**src/rtl/mem_wb_stage_pkg.sv**
```systemverilog
// Shared definitions for the memory-access / MEM-WB stage: control bit indices,
// datapath widths and the access FSM state type.
package mem_wb_stage_pkg;

  localparam int DATA_W = 16;
  localparam int REG_AW = 3;

  localparam int WB_REGWRITE = 1;
  localparam int WB_MEMTOREG = 0;
  localparam int MEM_READ    = 1;
  localparam int MEM_WRITE   = 0;

  typedef enum logic {
    IDLE = 1'b0,
    BUSY = 1'b1
  } state_e;

endpackage

```
**src/rtl/mem_wb_stage_dmem_sp.sv**
```systemverilog
// Single-port synchronous data RAM: one write port and a registered read that
// only updates on a read enable, so the last load value holds between loads.
module dmem_sp
  import mem_wb_stage_pkg::*;
#(
  parameter int AW = 6
) (
  input  logic              clk_i,
  input  logic              we_i,
  input  logic              re_i,
  input  logic [AW-1:0]     addr_i,
  input  logic [DATA_W-1:0] wdata_i,
  output logic [DATA_W-1:0] rdata_o
);

  logic [DATA_W-1:0] mem_q [0:(1<<AW)-1];
  logic [DATA_W-1:0] rdata_q;

  always_ff @(posedge clk_i) begin
    if (we_i) mem_q[addr_i] <= wdata_i;
    if (re_i) rdata_q <= mem_q[addr_i];
  end

  assign rdata_o = rdata_q;

endmodule

```
**src/rtl/mem_wb_stage.sv**
```systemverilog
// Memory-access stage with MEM/WB register and MEM_LAT-cycle access stall.
// Optional macro MEM_WB_MISALIGN_TRAP_EN adds a sticky misalign_o trap.
module mem_wb_stage
  import mem_wb_stage_pkg::*;
#(
  parameter int DMEM_AW = 6,
  parameter int MEM_LAT = 1
) (
  input  logic              clk_i,
  input  logic              rst_n,
  input  logic [1:0]        WB,
  input  logic [1:0]        MEM,
  input  logic [DATA_W-1:0] FU_result,
  input  logic [DATA_W-1:0] RT_data,
  input  logic [REG_AW-1:0] Write_dst,
`ifdef MEM_WB_MISALIGN_TRAP_EN
  output logic              misalign_o,
`endif
  output logic              stall_o,
  output logic [1:0]        WB_o,
  output logic [DATA_W-1:0] Read_data_o,
  output logic [DATA_W-1:0] FU_result_o,
  output logic [REG_AW-1:0] Write_dst_o
);

  localparam bit       MULTI      = (MEM_LAT > 1);
  localparam logic [3:0] LAT_RELOAD = MULTI ? 4'(MEM_LAT - 2) : 4'd0;

  state_e              state_q, state_d;
  logic [3:0]          cnt_q, cnt_d;
  logic                req, is_wr, is_rd, misal;
  logic                access, capture;
  logic                ram_we, ram_re;
  logic [DMEM_AW-1:0]  addr;
  logic [DATA_W-1:0]   ram_rdata;
  logic [1:0]          wb_q;
  logic [DATA_W-1:0]   fu_q;
  logic [REG_AW-1:0]   dst_q;
  logic                rd_sel_q;

  assign req   = MEM[MEM_READ] | MEM[MEM_WRITE];
  assign is_wr = MEM[MEM_WRITE];
  assign is_rd = MEM[MEM_READ] & ~MEM[MEM_WRITE];
  assign addr  = FU_result[DMEM_AW:1];

`ifdef MEM_WB_MISALIGN_TRAP_EN
  logic misalign_q;
  assign misal = req & FU_result[0];

  always_ff @(posedge clk_i) begin
    if (!rst_n)                misalign_q <= 1'b0;
    else if (access && misal)  misalign_q <= 1'b1;
  end
  assign misalign_o = misalign_q;
`else
  assign misal = 1'b0;
`endif

  always_ff @(posedge clk_i) begin
    if (!rst_n) begin
      state_q <= IDLE;
      cnt_q   <= 4'd0;
    end else begin
      state_q <= state_d;
      cnt_q   <= cnt_d;
    end
  end

  always_comb begin
    state_d = state_q;
    cnt_d   = cnt_q;
    case (state_q)
      IDLE: if (req && MULTI) begin
        state_d = BUSY;
        cnt_d   = LAT_RELOAD;
      end
      BUSY: if (cnt_q != 4'd0) cnt_d = cnt_q - 4'd1;
            else               state_d = IDLE;
      default: state_d = IDLE;
    endcase
  end

  // access marks the single edge where the memory operation really happens
  always_comb begin
    stall_o = 1'b0;
    access  = 1'b0;
    capture = 1'b0;
    case (state_q)
      IDLE: begin
        if (!req)        capture = 1'b1;
        else if (!MULTI) begin access = 1'b1; capture = 1'b1; end
        else             stall_o = 1'b1;
      end
      BUSY: begin
        if (cnt_q != 4'd0) stall_o = 1'b1;
        else begin access = 1'b1; capture = 1'b1; end
      end
      default: ;
    endcase
  end

  // rst_n gating guarantees a reset mid-access never lands a write
  assign ram_we = access & is_wr & ~misal & rst_n;
  assign ram_re = access & is_rd & ~misal & rst_n;

  dmem_sp #(.AW(DMEM_AW)) u_dmem (
    .clk_i  (clk_i),
    .we_i   (ram_we),
    .re_i   (ram_re),
    .addr_i (addr),
    .wdata_i(RT_data),
    .rdata_o(ram_rdata)
  );

  always_ff @(posedge clk_i) begin
    if (!rst_n) begin
      wb_q     <= 2'b00;
      fu_q     <= '0;
      dst_q    <= '0;
      rd_sel_q <= 1'b0;
    end else if (capture) begin
      wb_q     <= misal ? 2'b00 : WB;
      fu_q     <= FU_result;
      dst_q    <= Write_dst;
      rd_sel_q <= access & is_rd & ~misal;
    end else begin
      wb_q     <= 2'b00;
    end
  end

  assign WB_o        = wb_q;
  assign FU_result_o = fu_q;
  assign Write_dst_o = dst_q;
  assign Read_data_o = rd_sel_q ? ram_rdata : '0;

endmodule

```
**config.mk**
```make
export PLATFORM = sky130hd
export DESIGN_NAME = mem_wb_stage
export DESIGN_NICKNAME = d
export VERILOG_FILES = /design/src/rtl/mem_wb_stage_pkg.sv /design/src/rtl/mem_wb_stage_dmem_sp.sv /design/src/rtl/mem_wb_stage.sv
export SDC_FILE = /design/constraint.sdc
export NUM_CORES = 1
export LEC_CHECK = 0
export ABC_AREA = 0
export BUFFER_PORTS_ARGS = -buffer_cell sky130_fd_sc_hd__buf_2
export CELL_PAD_IN_SITES_DETAIL_PLACEMENT = 0
export CELL_PAD_IN_SITES_GLOBAL_PLACEMENT = 1
export CORE_UTILIZATION = 40
export DETAILED_ROUTE_END_ITERATION = 8
export GPL_ROUTABILITY_DRIVEN = 0
export GPL_TIMING_DRIVEN = 0
export PLACE_DENSITY_LB_ADDON = 0.1
export SLEW_MARGIN = 5
export SYNTH_ARGS = -nofsm -noshare
export SYNTH_HDL_FRONTEND = slang
export SYNTH_HIERARCHICAL = 1
export SYNTH_SLANG_ARGS = --single-unit
```
**constraint.sdc**
```tcl
create_clock -name clk_i -period 4.2 [get_ports clk_i]
set_clock_uncertainty 0.2 [all_clocks]
set_input_delay 0.42 -clock clk_i [delete_from_list [all_inputs] [get_ports clk_i]]
set_output_delay 0.42 -clock clk_i [all_outputs]
set_load 0.005 [all_outputs]
```
# == Word-level counts from Yosys, hierarchy flattened ==
# Memory sizes are Yosys's and may differ from the RTL's. A register that Yosys moved wholly into a read port is not among the register bits.
# Cells that the tools add are included.
# totals
reg_bits,27
ram_bits,1024
input_bits,41
out_inout_bits,38
word_cells,29
memories,1
# op_classes
addsub,1
mux,9
bitwise_logic,8
n_reduce_logical,4
# mem_list
memory,words,word_bits,read_ports,rd_clocked_by_memory_dff,write_ports,line,text
u_dmem.mem_q,64,16,1,1,1,mem_wb_stage_dmem_sp.sv:16,logic [DATA_W-1:0] mem_q [0:(1<<AW)-1];
# op_table
operator,n
$mux 16,1
$pmux 1 s2,3
$reduce_and 2->1,3
$and 1x1->1,5
$mux 1,5
$reduce_bool 4->1,1
$sub 4x1->4 const B,1
$not 1->1,2
$or 1x1->1,1

# == Longest topological paths before layout ==
# logic_depth
ltp_word,7
depth_mapped,11
depth_no_buf,8

# == By module ==
# The synthesis kept the hierarchy.
# by_module_without_submodules
module,n_inst,cells_per_inst,area_per_inst_um2,seq_area_each_um2
dmem_sp,1,2264,39640.5,31230.0
mem_wb_stage,1,94,1067.3,540.5

# == Worst setup path before layout ==
# Ideal clock, no wire load.
# synth_timing
path_kind,reg-to-reg
start,reg cnt_q[0]
end,"mem u_dmem.mem_q[11][0], enable pin"
setup_ps,388
arrival_ps,2649
required_ps,3612
path_slack_ps,962
path_stages_with_launch,10
path_buffers,1
period_less_slack_ps,3238
cell_sequence,dfxtp_1 inv_1 ha_1 or3b_4 a21boi_4 buf_6 and2_2 nor2b_1 nand2_1 nor2_1
# synth_via
elab_chain_len,7
# synth_lines
element,line,text
"start, declared",mem_wb_stage.sv:30,"logic [3:0] cnt_q, cnt_d;"
"start signal, assigned",mem_wb_stage.sv:65,cnt_q <= cnt_d;
$reduce_bool 4->1,mem_wb_stage.sv:95,if (cnt_q != 4'd0) stall_o = 1'b1;
$mux 1,mem_wb_stage.sv:95,
$pmux 1 s2,mem_wb_stage.sv:88,case (state_q)
$and 1x1->1 (2 in a row),mem_wb_stage.sv:103,assign ram_we = access & is_wr & ~misal & rst_n;
via ram_we,mem_wb_stage.sv:33,"logic ram_we, ram_re;"
$mux 1,mem_wb_stage_dmem_sp.sv:20,if (we_i) mem_q[addr_i] <= wdata_i;
$mux 1 (implied by the code),mem_wb_stage_dmem_sp.sv:20,
"end, declared",mem_wb_stage_dmem_sp.sv:16,
# The timed path passes the listed nets, and every way through them passes these cells.

# == Worst setup path in the final report ==
# layout_timing
start,in FU_result[6]
end,"mem u_dmem.mem_q[45][10], enable pin"
# layout_rtl
element,line,text
"start, declared",mem_wb_stage.sv:13,"input logic [DATA_W-1:0] FU_result,"
# Straight into the memory's write port.

==> results.ini <==
[worst_setup_path]
path_max_fanout=16
criticalPathCategory=in2reg
critPathLaunchType=input pin
path_cells=dlygate4sd3_1 > buf_2 > buf_2 > clkbuf_1 > nand3b_1 > buf_1 > clkbuf_1 > nor2_4
max_stage_delay_ns=0.84
critPathSlowestCell=nor2_4
cp_data_required_time_ns=4.29
cp-end-kind=register
r2r_slack_ns=0.15
arrival_ns=4.36

[die]
row_count=116
die_h_um=321
coreArea_um2=100000
ioPinCount=79
start_util=0.405
die_area_um2=103000
die_x_um=321

[timing]
rsz0062_at_grt=yes
fin_crit_sh=1.02
fmax_mhz=234
slew_headroom=0.0756
worst_slew_pin_slew_ns=1.39
setup_violations=37
fin_ws_ns=-0.0672
tns_ns=-1.08
slew_violations=0
period_needed_ns=4.27
hold_viol=0

[clock_tree]
clock_sinks=1067
htreeDepth=3
cts_tree=yes
clk_pin_slew_ns=0.06
clk_latency_ns=0.70
cts_root_buf=clkbuf_16
post_cts_buffers=0
numCtsBuffers=111
clock_path_buffers=3

[finish]
layout-drive-gt1-share=0.181
nNetsFinal=2679
stdcell_area_um2=47900
fill_cells=8597
fin_cells=4085
area_growth_pct=17.7

[global_routing]
grt_max_degree=65
grt_usage=0.262
grt_pass1_vias=23847
grt_pass1_wl_um=187000
grt_overflow=0
antenna_found_initial=9

[pwr]
leakagePower_uw=0.0155
pwr-share-comb=0.056
intPower_uw=17700
cellPowerDensity_nw_per_um2=474
clock_power_share=0.426
ir_drop_mv=0.355
netSwitchingPower_uw=4990
seq_power_share=0.517
p_sw_frac=0.220

[detailed_routing]
viasPerCell=5.99
dr.pass1.iters=5
vias=24458
final_antenna_net_count=0
drc=0
wire_per_inst_um=33.0
drtIter0Drc=2828
drt-total-wl_um=135000

[logic_synthesis]
synth_edf_count=1040
synth.area.top_cells=edfxtp_1, mux2i_1, a22oi_1
syn_area_um2=40700
syn_nets=2400
ys_warn_count=6
synth-seq-cells=1067
ys_types=64
yosysTopAreaCell=edfxtp_1
synth_top_area_share=0.767
yosysSeqAreaShare=0.780
syn_area_per_cell_um2=17.3
ys.flop_type=edfxtp_1
synthArstFlopShare=0
syn_inst=2358

[placed_design]
pre_cts_slack_ns=-0.592
io_buffers=78
numPlacedInstances=3855
place_hpwl_um=91600
placed_cell_area_um2=44100

[min_path]
min_path_type=in2reg

[status]
violations=setup timing
status=finished with violations

[job]
drv_cap=0

==> flip-flops by register name, indices dropped and copies added (netlist names) <==
signal          flops
FU_result_o        16
WB_o                2
Write_dst_o         3
u_dmem/mem_q     1024
state_q             1
cnt_q               4
u_dmem/rdata_o     16
rd_sel_q            1
==> worst max-delay path, delay by kind of cell <==
family	cells	cell delay [ns]
buffers and inverters	6	2.42
and+or+nand+nor	2	1.47
==> per-layer routing <==
metal | GRT usage | wire length (µm)
met1 | 0.370 | 58000
met5 | 0 | 70
met3 | 0.0408 | 10300
met2 | 0.415 | 62700
met4 | 0.0808 | 3810
==> worst paths after layout <==
| path | start | endpoint | cells past startpoint |
|---|---|---|---|
| worst max-delay path | FU_result[6] | u_dmem/mem_q[45][10] | 8 |
| worst min-delay path | RT_data[11] | u_dmem/mem_q[45][11] | 1 |
| worst max register to register | cnt_q[0] | u_dmem/mem_q[18][3] | 10 |
| worst min register to register | FU_result_o[6] | FU_result_o[6] | 1 |
==> cells in the mapped netlist, types with 17 or more instances <==
| cell type | instances |
|---|---|
| a22oi_1 | 196 |
| a21oi_1 | 74 |
| a211oi_1 | 20 |
| a31oi_1 | 23 |
| edfxtp_1 | 1040 |
| clkbuf_1 | 63 |
| nor2_1 | 160 |
| o21ai_0 | 29 |
| and2_1 | 21 |
| o22a_1 | 27 |
| mux2i_1 | 156 |
| mux2_2 | 17 |
| nand2_1 | 44 |
| a22o_1 | 32 |
| o22ai_1 | 58 |
| buf_2 | 62 |
| dfxtp_1 | 27 |
| a221oi_1 | 106 |
==> stage by stage <==
step | hold slack, ns | power (µW) | util
floorplan | 0.248 | 12600 | -
global placement | 0.254 | 13200 | 0.426
detailed placement | 0.255 | 13200 | 0.439
CTS | 0.159 | 22900 | 0.477
global route | 0.139 | 23400 | 0.477
finish | 0.121 | 22700 | 0.477
==> cells in the final DEF, fill, tap and decap left out, types with 9 or more instances in the layout <==
cell type and n:
edfxtp_1 1040, a22oi_1 196, mux2i_1 156, buf_2 131, clkbuf_16 112, a221oi_1 106
nor2_1 96, clkbuf_1 79, a21oi_1 74, nor2_2 62, o22ai_1 58, buf_8 45
nand2_1 44, clkinv_1 33, a22o_1 32, o21ai_0 29, dfxtp_1 27, o22a_1 27
buf_4 26, dlygate4sd3_1 25, a31oi_1 23, and2_1 21, a211oi_1 20, clkinv_2 19
mux2_2 17, buf_6 15, buf_1 14, o221ai_1 14, buf_16 14, bufinv_16 13
nor2b_1 10, nand3_1 10, nor3_1 10, a22o_2 9, a222oi_1 9, or4_1 9
==> timing repair <==
action,in CTS,in global routing
setup endpoints to repair,0,53
resized for setup,0,1
endpoints found under the hold margin,25,16
hold buffers,24,1
==> logic make-up (layout without fill, tap and decap cells) <==
kind of cell / after synthesis / in the layout / share of synthesized area
fa+ha+maj: 1 / 1 / 0.000307
other cells: 0 / 2 / 0
simple gates: 297 / 297 / 0.0335
flops: 1067 / 1067 / 0.780
mux: 180 / 180 / 0.0467
compound gates: 640 / 640 / 0.117
buf+inv: 173 / 541 / 0.0217
==> power groups by stage <==
stage                     logic, µW  registers [µW]  clock network (µW)
final                          1280           11800                9690
after global routing           1340           11800               10300
after CTS                      1270           11800                9860
after detailed placement       1250           12000                   0
after global placement         1220           12000                   0
after floorplan                 579           12000                   0
==> layout make-up <==
class | count | area [µm²] | share of cell area
Antenna cell | 2 | 5.00 | 0.000104
Buffer | 167 | 862 | 0.0180
Clock buffer | 129 | 2870 | 0.0598
Clock inverter | 73 | 694 | 0.0145
Inverter | 6 | 22.5 | 0.000470
Multi-Input combinational cell | 1118 | 8230 | 0.172
Sequential cell | 1067 | 31800 | 0.663
Tap cell | 1357 | 1700 | 0.0354
Timing Repair Buffer | 166 | 1770 | 0.0370
Power figures use the tool's default switching activity.
